`src/rtl/soc_ahb3_pkg.sv`:
```
// AHB3-Lite encodings and data-phase state type
// shared by the SRAM-to-AHB3 master and its helpers.
package soc_ahb3_pkg;

   localparam logic [1:0] HTRANS_IDLE   = 2'b00;
   localparam logic [1:0] HTRANS_NONSEQ = 2'b10;

   localparam logic [2:0] HBURST_SINGLE = 3'b000;

   localparam logic [2:0] HSIZE_BYTE  = 3'b000;
   localparam logic [2:0] HSIZE_HWORD = 3'b001;
   localparam logic [2:0] HSIZE_WORD  = 3'b010;

   localparam logic [3:0] HPROT_DATA_PRIV = 4'b0011;

   typedef enum logic [1:0] {
      D_NONE,
      D_BUS,
      D_LOCAL_ERR
   } dstate_t;

endpackage

```
`src/rtl/soc_ahb3_sel_decode.sv`:
```
// Byte-enable decoder: maps an SRAM-style byte select
// onto legality, AHB hsize and the byte offset in the word.
module soc_ahb3_sel_decode
   import soc_ahb3_pkg::*;
#(
   parameter int XLEN = 32
) (
   input  logic [XLEN/8-1:0] sel,
   output logic              legal,
   output logic [2:0]        hsize,
   output logic [1:0]        offset
);

   logic [3:0] s;

   assign s = 4'(sel);

   // only naturally aligned byte, halfword and word patterns are legal
   always_comb begin
      legal  = 1'b0;
      hsize  = HSIZE_BYTE;
      offset = 2'd0;
      if (XLEN == 32) begin
         case (s)
            4'b0001: legal = 1'b1;
            4'b0010: begin legal = 1'b1; offset = 2'd1; end
            4'b0100: begin legal = 1'b1; offset = 2'd2; end
            4'b1000: begin legal = 1'b1; offset = 2'd3; end
            4'b0011: begin legal = 1'b1; hsize = HSIZE_HWORD; end
            4'b1100: begin
               legal  = 1'b1;
               hsize  = HSIZE_HWORD;
               offset = 2'd2;
            end
            4'b1111: begin legal = 1'b1; hsize = HSIZE_WORD; end
            default: legal = 1'b0;
         endcase
      end else if (XLEN == 16) begin
         case (s)
            4'b0001: legal = 1'b1;
            4'b0010: begin legal = 1'b1; offset = 2'd1; end
            4'b0011: begin legal = 1'b1; hsize = HSIZE_HWORD; end
            default: legal = 1'b0;
         endcase
      end else begin
         legal = (s == 4'b0001);
      end
   end

endmodule

```
`src/rtl/soc_sram2ahb3.sv`:
```
// AHB3-Lite single-transfer master fed by an SRAM-style
// req/gnt port; address phase of N+1 overlaps data phase of N.
module soc_sram2ahb3
   import soc_ahb3_pkg::*;
#(
   parameter int         PLEN  = 32,
   parameter int         XLEN  = 32,
   parameter logic [3:0] HPROT = HPROT_DATA_PRIV
) (
   input  logic              ahb3_clk_i,
   input  logic              ahb3_rst_i,
   input  logic              req_i,
   input  logic              we_i,
   input  logic [PLEN-1:0]   addr_i,
   input  logic [XLEN-1:0]   wdata_i,
   input  logic [XLEN/8-1:0] sel_i,
   output logic              gnt_o,
   output logic              rsp_valid_o,
   output logic              rsp_err_o,
   output logic [XLEN-1:0]   rdata_o,
   output logic              ahb3_hsel_o,
   output logic [PLEN-1:0]   ahb3_haddr_o,
   output logic [XLEN-1:0]   ahb3_hwdata_o,
   output logic              ahb3_hwrite_o,
   output logic [2:0]        ahb3_hsize_o,
   output logic [2:0]        ahb3_hburst_o,
   output logic [3:0]        ahb3_hprot_o,
   output logic [1:0]        ahb3_htrans_o,
   output logic              ahb3_hmastlock_o,
   input  logic [XLEN-1:0]   ahb3_hrdata_i,
   input  logic              ahb3_hready_i,
   input  logic              ahb3_hresp_i
);

   localparam int SW      = XLEN / 8;
   localparam int BYTE_AW = SW >> 1;

   localparam logic [PLEN-1:0] OFF_MASK = PLEN'((1 << BYTE_AW) - 1);

   logic            legal;
   logic [2:0]      hsize;
   logic [1:0]      offset;
   dstate_t         dstate;
   logic [XLEN-1:0] hwdata_q;
   logic            we_q;
   logic            err1;
   logic            data_done;

   soc_ahb3_sel_decode #(
      .XLEN (XLEN)
   ) u_sel_decode (
      .sel    (sel_i),
      .legal  (legal),
      .hsize  (hsize),
      .offset (offset)
   );

   // first cycle of a two-cycle ERROR response blocks the next address phase
   assign err1 = (dstate == D_BUS) && ahb3_hresp_i && !ahb3_hready_i;

   assign data_done = (dstate != D_BUS) || ahb3_hready_i;

   assign gnt_o = req_i && ahb3_hready_i && !err1;

   assign ahb3_htrans_o = (req_i && legal && !err1) ? HTRANS_NONSEQ
                                                    : HTRANS_IDLE;

   assign ahb3_hsel_o      = (ahb3_htrans_o == HTRANS_NONSEQ);
   assign ahb3_haddr_o     = (addr_i & ~OFF_MASK) | PLEN'(offset);
   assign ahb3_hwrite_o    = we_i;
   assign ahb3_hsize_o     = hsize;
   assign ahb3_hburst_o    = HBURST_SINGLE;
   assign ahb3_hprot_o     = HPROT;
   assign ahb3_hmastlock_o = 1'b0;
   assign ahb3_hwdata_o    = hwdata_q;

   // response side follows whichever data phase is outstanding
   always_comb begin
      rsp_valid_o = 1'b0;
      rsp_err_o   = 1'b0;
      rdata_o     = '0;
      unique case (dstate)
         D_BUS: begin
            rsp_valid_o = ahb3_hready_i;
            rsp_err_o   = ahb3_hresp_i;
            if (!we_q) rdata_o = ahb3_hrdata_i;
         end
         D_LOCAL_ERR: begin
            rsp_valid_o = 1'b1;
            rsp_err_o   = 1'b1;
         end
         default: begin
            rsp_valid_o = 1'b0;
         end
      endcase
   end

   // data-phase tracker; a grant opens a new slot, completion closes it
   always_ff @(posedge ahb3_clk_i) begin
      if (ahb3_rst_i) begin
         dstate   <= D_NONE;
         hwdata_q <= '0;
         we_q     <= 1'b0;
      end else if (gnt_o) begin
         dstate   <= legal ? D_BUS : D_LOCAL_ERR;
         hwdata_q <= wdata_i;
         we_q     <= we_i;
      end else if (data_done) begin
         dstate   <= D_NONE;
      end
   end

endmodule

```
`config.mk`:
```
export PLATFORM = sky130hd
export DESIGN_NAME = soc_sram2ahb3
export DESIGN_NICKNAME = d
export VERILOG_FILES = /design/src/rtl/soc_ahb3_pkg.sv /design/src/rtl/soc_ahb3_sel_decode.sv /design/src/rtl/soc_sram2ahb3.sv
export SDC_FILE = /design/constraint.sdc
export NUM_CORES = 1
export LEC_CHECK = 0
export BUFFER_PORTS_ARGS = -buffer_cell sky130_fd_sc_hd__buf_2
export CAP_MARGIN = 20
export CORE_AREA = 2 2 84 86
export DETAILED_ROUTE_END_ITERATION = 7
export DIE_AREA = 0 0 86 88
export PLACE_DENSITY = 0.81
export SYNTH_ARGS = -nofsm -noshare
export SYNTH_HDL_FRONTEND = slang
export SYNTH_HIERARCHICAL = 1
export SYNTH_SLANG_ARGS = --single-unit
```
`constraint.sdc`:
```
create_clock -name ahb3_clk_i -period 1.2 [get_ports ahb3_clk_i]
set_input_delay 0 -clock ahb3_clk_i [delete_from_list [all_inputs] [get_ports ahb3_clk_i]]
set_output_delay 0 -clock ahb3_clk_i [all_outputs]
set_load 0.02 [all_outputs]
```
After elaboration in Yosys (flattened, before gate mapping)
Index checks and enable logic that the tools add are counted.

word-level totals
  logic and storage cells = 39
  output and inout port bits = 114
  register bits = 35
  input bits = 106

cells by class
  bitwise gates (word level) = 1
  multiplexer cells = 11
  eq/ne operators = 11
  reduce and logical (&&, ||, !) cells = 13

operators with widths
  cell                count
  $mux 32             2
  $or 32x2->32        1
  $eq 4x4->1 const B  3
  $eq 4x2->1 const B  2
  $mux 2              4
  $reduce_or 7->1     1
  $logic_and 1x1->1   6
  $pmux 2 s3          1
  $eq 2x2->1 const B  2
  $eq 4x1->1 const B  1
  $eq 4x3->1 const B  1
  $pmux 1 s2          2
  $pmux 2 s2          1
  $reduce_or 2->1     2
  $eq 2x1->1 const B  1
  $logic_not 1->1     2
  $ne 2x1->1 const B  1
  $reduce_bool 2->1   1
  $logic_or 1x1->1    1
  $mux 1              1

Longest topological paths before layout
  depth in word-level cells = 7
  depth in mapped cells = 6
  mapped depth without buffers = 5

Modules after synthesis
Netlist, hierarchy kept.

modules (own cells, without submodules)
  module               instances  seq. area each (um2)  cells each  area each (um2)
  soc_sram2ahb3        1          700.7                 251         2197.1
  soc_ahb3_sel_decode  1          0.0                   13          80.1

Worst setup path after synthesis
Ideal clock, no wire load.

  path kind = in2out
  start point = in sel_i[3]
  end point = out ahb3_htrans_o[1]
  stages on the path = 6
  buffers on the path = 1
  data required time = 1.200 ns
  slack = -0.071 ns
  data arrival time = 1.271 ns
  path through = nor2_1 nor3_2 nand3b_1 nand2_1 a31oi_1 buf_4

between the ends
  cells in the longest elaborated chain, start to end = 6
  elaborated cells on any way between the ends = 12
  those cells by class = 7 x eq/ne; 2 x mux; 3 x reduce/logical

RTL lines
  element                             line                       text
  start, declared                     soc_sram2ahb3.sv:16        input logic [XLEN/8-1:0] sel_i,
  $eq 4x2->1 (tied with other cells)  soc_ahb3_sel_decode.sv:24  case (s)
  $reduce_or 7->1 (no line) (*)       -
  $mux 1 (*)                          soc_ahb3_sel_decode.sv:24
  via legal                           soc_sram2ahb3.sv:40        logic legal;
  $logic_and 1x1->1 (*) (2 in a row)  soc_sram2ahb3.sv:65        assign ahb3_htrans_o = (req_i && legal && !err1) ? HTRANS_NONSEQ
  $mux 2 (*)                          soc_sram2ahb3.sv:65
  end, declared                       soc_sram2ahb3.sv:28        output logic [1:0] ahb3_htrans_o,

Mark *: on every way through the listed nets, which the timed path passes. The rest lies on a longest branch.

Worst setup path in the final report
  start point = reg dstate[1]
  end point = out rdata_o[11]

between the ends
  cells in the longest elaborated chain, start to end = 2

RTL lines
  element                 line                  text
  start, declared         soc_sram2ahb3.sv:43   dstate_t dstate;
  start signal, assigned  soc_sram2ahb3.sv:105  dstate <= legal ? D_BUS : D_LOCAL_ERR;
  $eq 2x1->1              soc_sram2ahb3.sv:82   unique case (dstate)
  $mux 32                 soc_sram2ahb3.sv:82
  end, declared           soc_sram2ahb3.sv:20   output logic [XLEN-1:0] rdata_o,

Every way passes these cells.

==> reports/results.ini <==
[floorplanning]
die_x_um=86
ios=220
core-area_um2=6640
die_h_um=88
rows=30
initial_core_util=0.343
fp.dieArea_um2=7570

[timing]
fin_skew_ns=0.000590
finalSetupViolCount=36
worst_slack_ns=-0.230
rsz0062_at_grt=true
period_share=1.19
report.final.slew_viol_count=0
final_hold_viol_count=0
fmax_ghz=0.699
period_needed_ns=1.43

[power_and_ir_drop]
powerDensity_nw_per_um2=809
leakage_uw=0.00171
peakVddDrop_mv=0.523

[finish]
final_common_cell=buf_2
diodes=0
layout-drive-gt1-share=0.518
nets=516
areaGrowthSynthToFinish_pct=55.3
stdcell_count=489
final_cell_mix=buf_2 (111), buf_6 (41), nand3_1 (35)
finish.utilization=0.532

[route]
detail_route.wl_per_cell_um=17.0
vias=2409
wirelength_um=8330
drt_iter0_drc=142
vias_per_cell=4.93
drcViolationCount=0
final_antenna_net_count=0
firstDrtPassIters=4

[min_path]
holdPathStages=0
worstHoldStart=addr_i[11]
hold_end=ahb3_haddr_o[11]
holdCritPathClass=primary input to primary output

[global_routing]
antenna_found_initial=0
grt_pass1_vias=2406
grt_pass1_wl_um=12400
grt_overflow=0
grtUsageTotal=0.215
grt_max_degree=45

[synthesis]
syn_inst=264
postSynthAreaPerCell_um2=8.63
syn_area_um2=2280
yosysSeqAreaShare=0.308
ys_ff_latch=35
synth_top_area_cell=dfxtp_1
synth-xor-area-share=0.00385
yosys.cell_types.count=25
synth_compound_area_frac=0.238
synth.area.top_cells=dfxtp_1 (31%), buf_4 (15%), a21bo_1 (15%)
synth_top_family_by_area=compound AO/OA/AOI/OAI gates
synth_top_area_frac=0.308
yosys_warnings=6
synthAdderAreaFrac=0.0110
synthSimpleGateAreaFrac=0.201
synth.area.mux_share=0

[clock_tree]
cts_tree=built
cts.sinks=35
path_clk_slew_ns=0.07
root_buffer=clkbuf_8
cts_max_path_buffers=2
cts.htree.levels=2
cts_buffers=5
clock_latency_ns=0.28

[placement]
dp.cells=444
hpwl_um=5410
preCtsSetupSlack_ns=-0.0104
gp_congestion=0.846
port_buffers=147

[worst_setup_path]
path_max_fanout=6
cp-end-kind=primary output
reg2reg_to=dstate[1]$_SDFFE_PP0P_
crit_path_start_kind=flip-flop
worstSetupPathType=flip-flop to primary output
cp.arrival_ns=1.43
r2r-start=dstate[1]$_SDFFE_PP0P_
critPathRequiredTime_ns=1.20
reg2regPathDepth=5
r2r_setup_slack_ns=0.08

[run_status]
status=complete, but fails checks
violations=setup timing

[run]
cap_viol_max_count=0

[cells in the mapped netlist (all sizes together)]
cell and count:
xnor2 1, nor3 2, nor2 5, a21bo 33, nand3b 2, buf 63
nand2 3, a31oi 1, and2b 1, and2 33, a32o 1, and4 1
conb 3, o31ai 1, ha 2, a21oi 37, nand3 35, clkbuf 2
dfxtp 35, inv 3
[routing by layer]
| layer | track usage | up-vias | wire length [um] | part of all wire |
|---|---|---|---|---|
| li1 | - | 1126 | - | - |
| met1 | 0.247 | 1110 | 3320 | 0.40 |
| met2 | 0.353 | 145 | 3930 | 0.47 |
| met3 | 0.0801 | 28 | 842 | 0.10 |
| met4 | 0.104 | 0 | 238 | 0.029 |
| met5 | 0 | - | 0 | 0 |
[worst max path at each step]
stage,startpoint,endpoint,slack [ns],cells past startpoint
detailed placement,dstate[1]$_SDFFE_PP0P_,rdata_o[14],-0.01,6
finish,dstate[1]$_SDFFE_PP0P_,rdata_o[11],-0.23,6
global route,dstate[1]$_SDFFE_PP0P_,rdata_o[11],-0.28,6
global placement,dstate[1]$_SDFFE_PP0P_,rdata_o[18],0.02,6
CTS,dstate[1]$_SDFFE_PP0P_,rdata_o[29],-0.22,6
floorplan,dstate[1]$_SDFFE_PP0P_,rdata_o[0],0.04,5
[cell type report]
cell class              count  area, um2
flip-flops and latches     35        706
clock buffers               6       72.6
multi-input cells         168       1190
inverters                   3       11.3
well taps                  80        100
repair buffers            195       1450
clock inverters             2       12.5
fillers                   593       3110
[cell families (layout without fill, tap and decap cells)]
kind of cell,after synthesis,in the layout
adders and majority gates,2,2
DFF,35,35
other,3,10
buffers and inverters,68,206
xor gates and xnor gates,1,1
AOI/OAI and AO/OA,73,73
and+or+nand+nor,82,82
[where the power goes]
group / switching, uW / internal, uW
combinational: 427 / 385
clock: 403 / 405
sequential: 27.0 / 1210
[flip-flops by register name, indices dropped and copies added, names as in the netlist]
name           cells
ahb3_hwdata_o     32
dstate             2
we_q               1
[metrics by stage]
stage / hold WS, ns / total power [uW] / setup TNS, ns / instance area (um2)
4_1_cts: 0.000137 / 2880 / -7.48 / 3530
6_report: 0.00000688 / 2860 / -7.37 / 3540
3_5_place_dp: 0.000137 / 1900 / -0.112 / 2730
5_1_grt: 0.0000407 / 3010 / -8.95 / 3540
2_1_floorplan: 0.0532 / 1840 / 0 / 2310
3_3_place_gp: 0.000137 / 1890 / 0 / 2730
[repair_timing]
action | 4_1_cts | 5_1_grt
endpoints found under the hold margin | 31 | 1
pin swaps | 32 | 3
setup endpoints to repair | 36 | 37
buffers inserted | 2 | 0
hold buffers | 31 | 1
gates resized for setup | 122 | 2
cloned | 4 | 0
[critical path, stage by stage, from the launching register on]
cell and delay (ns):
dfxtp_2 0.33, inv_2 0.06, ha_4 0.13, and2b_4 0.23, buf_6 0.15, and2_4 0.14
buf_6 0.11
No activity file was read; power rests on OpenSTA's default activity.
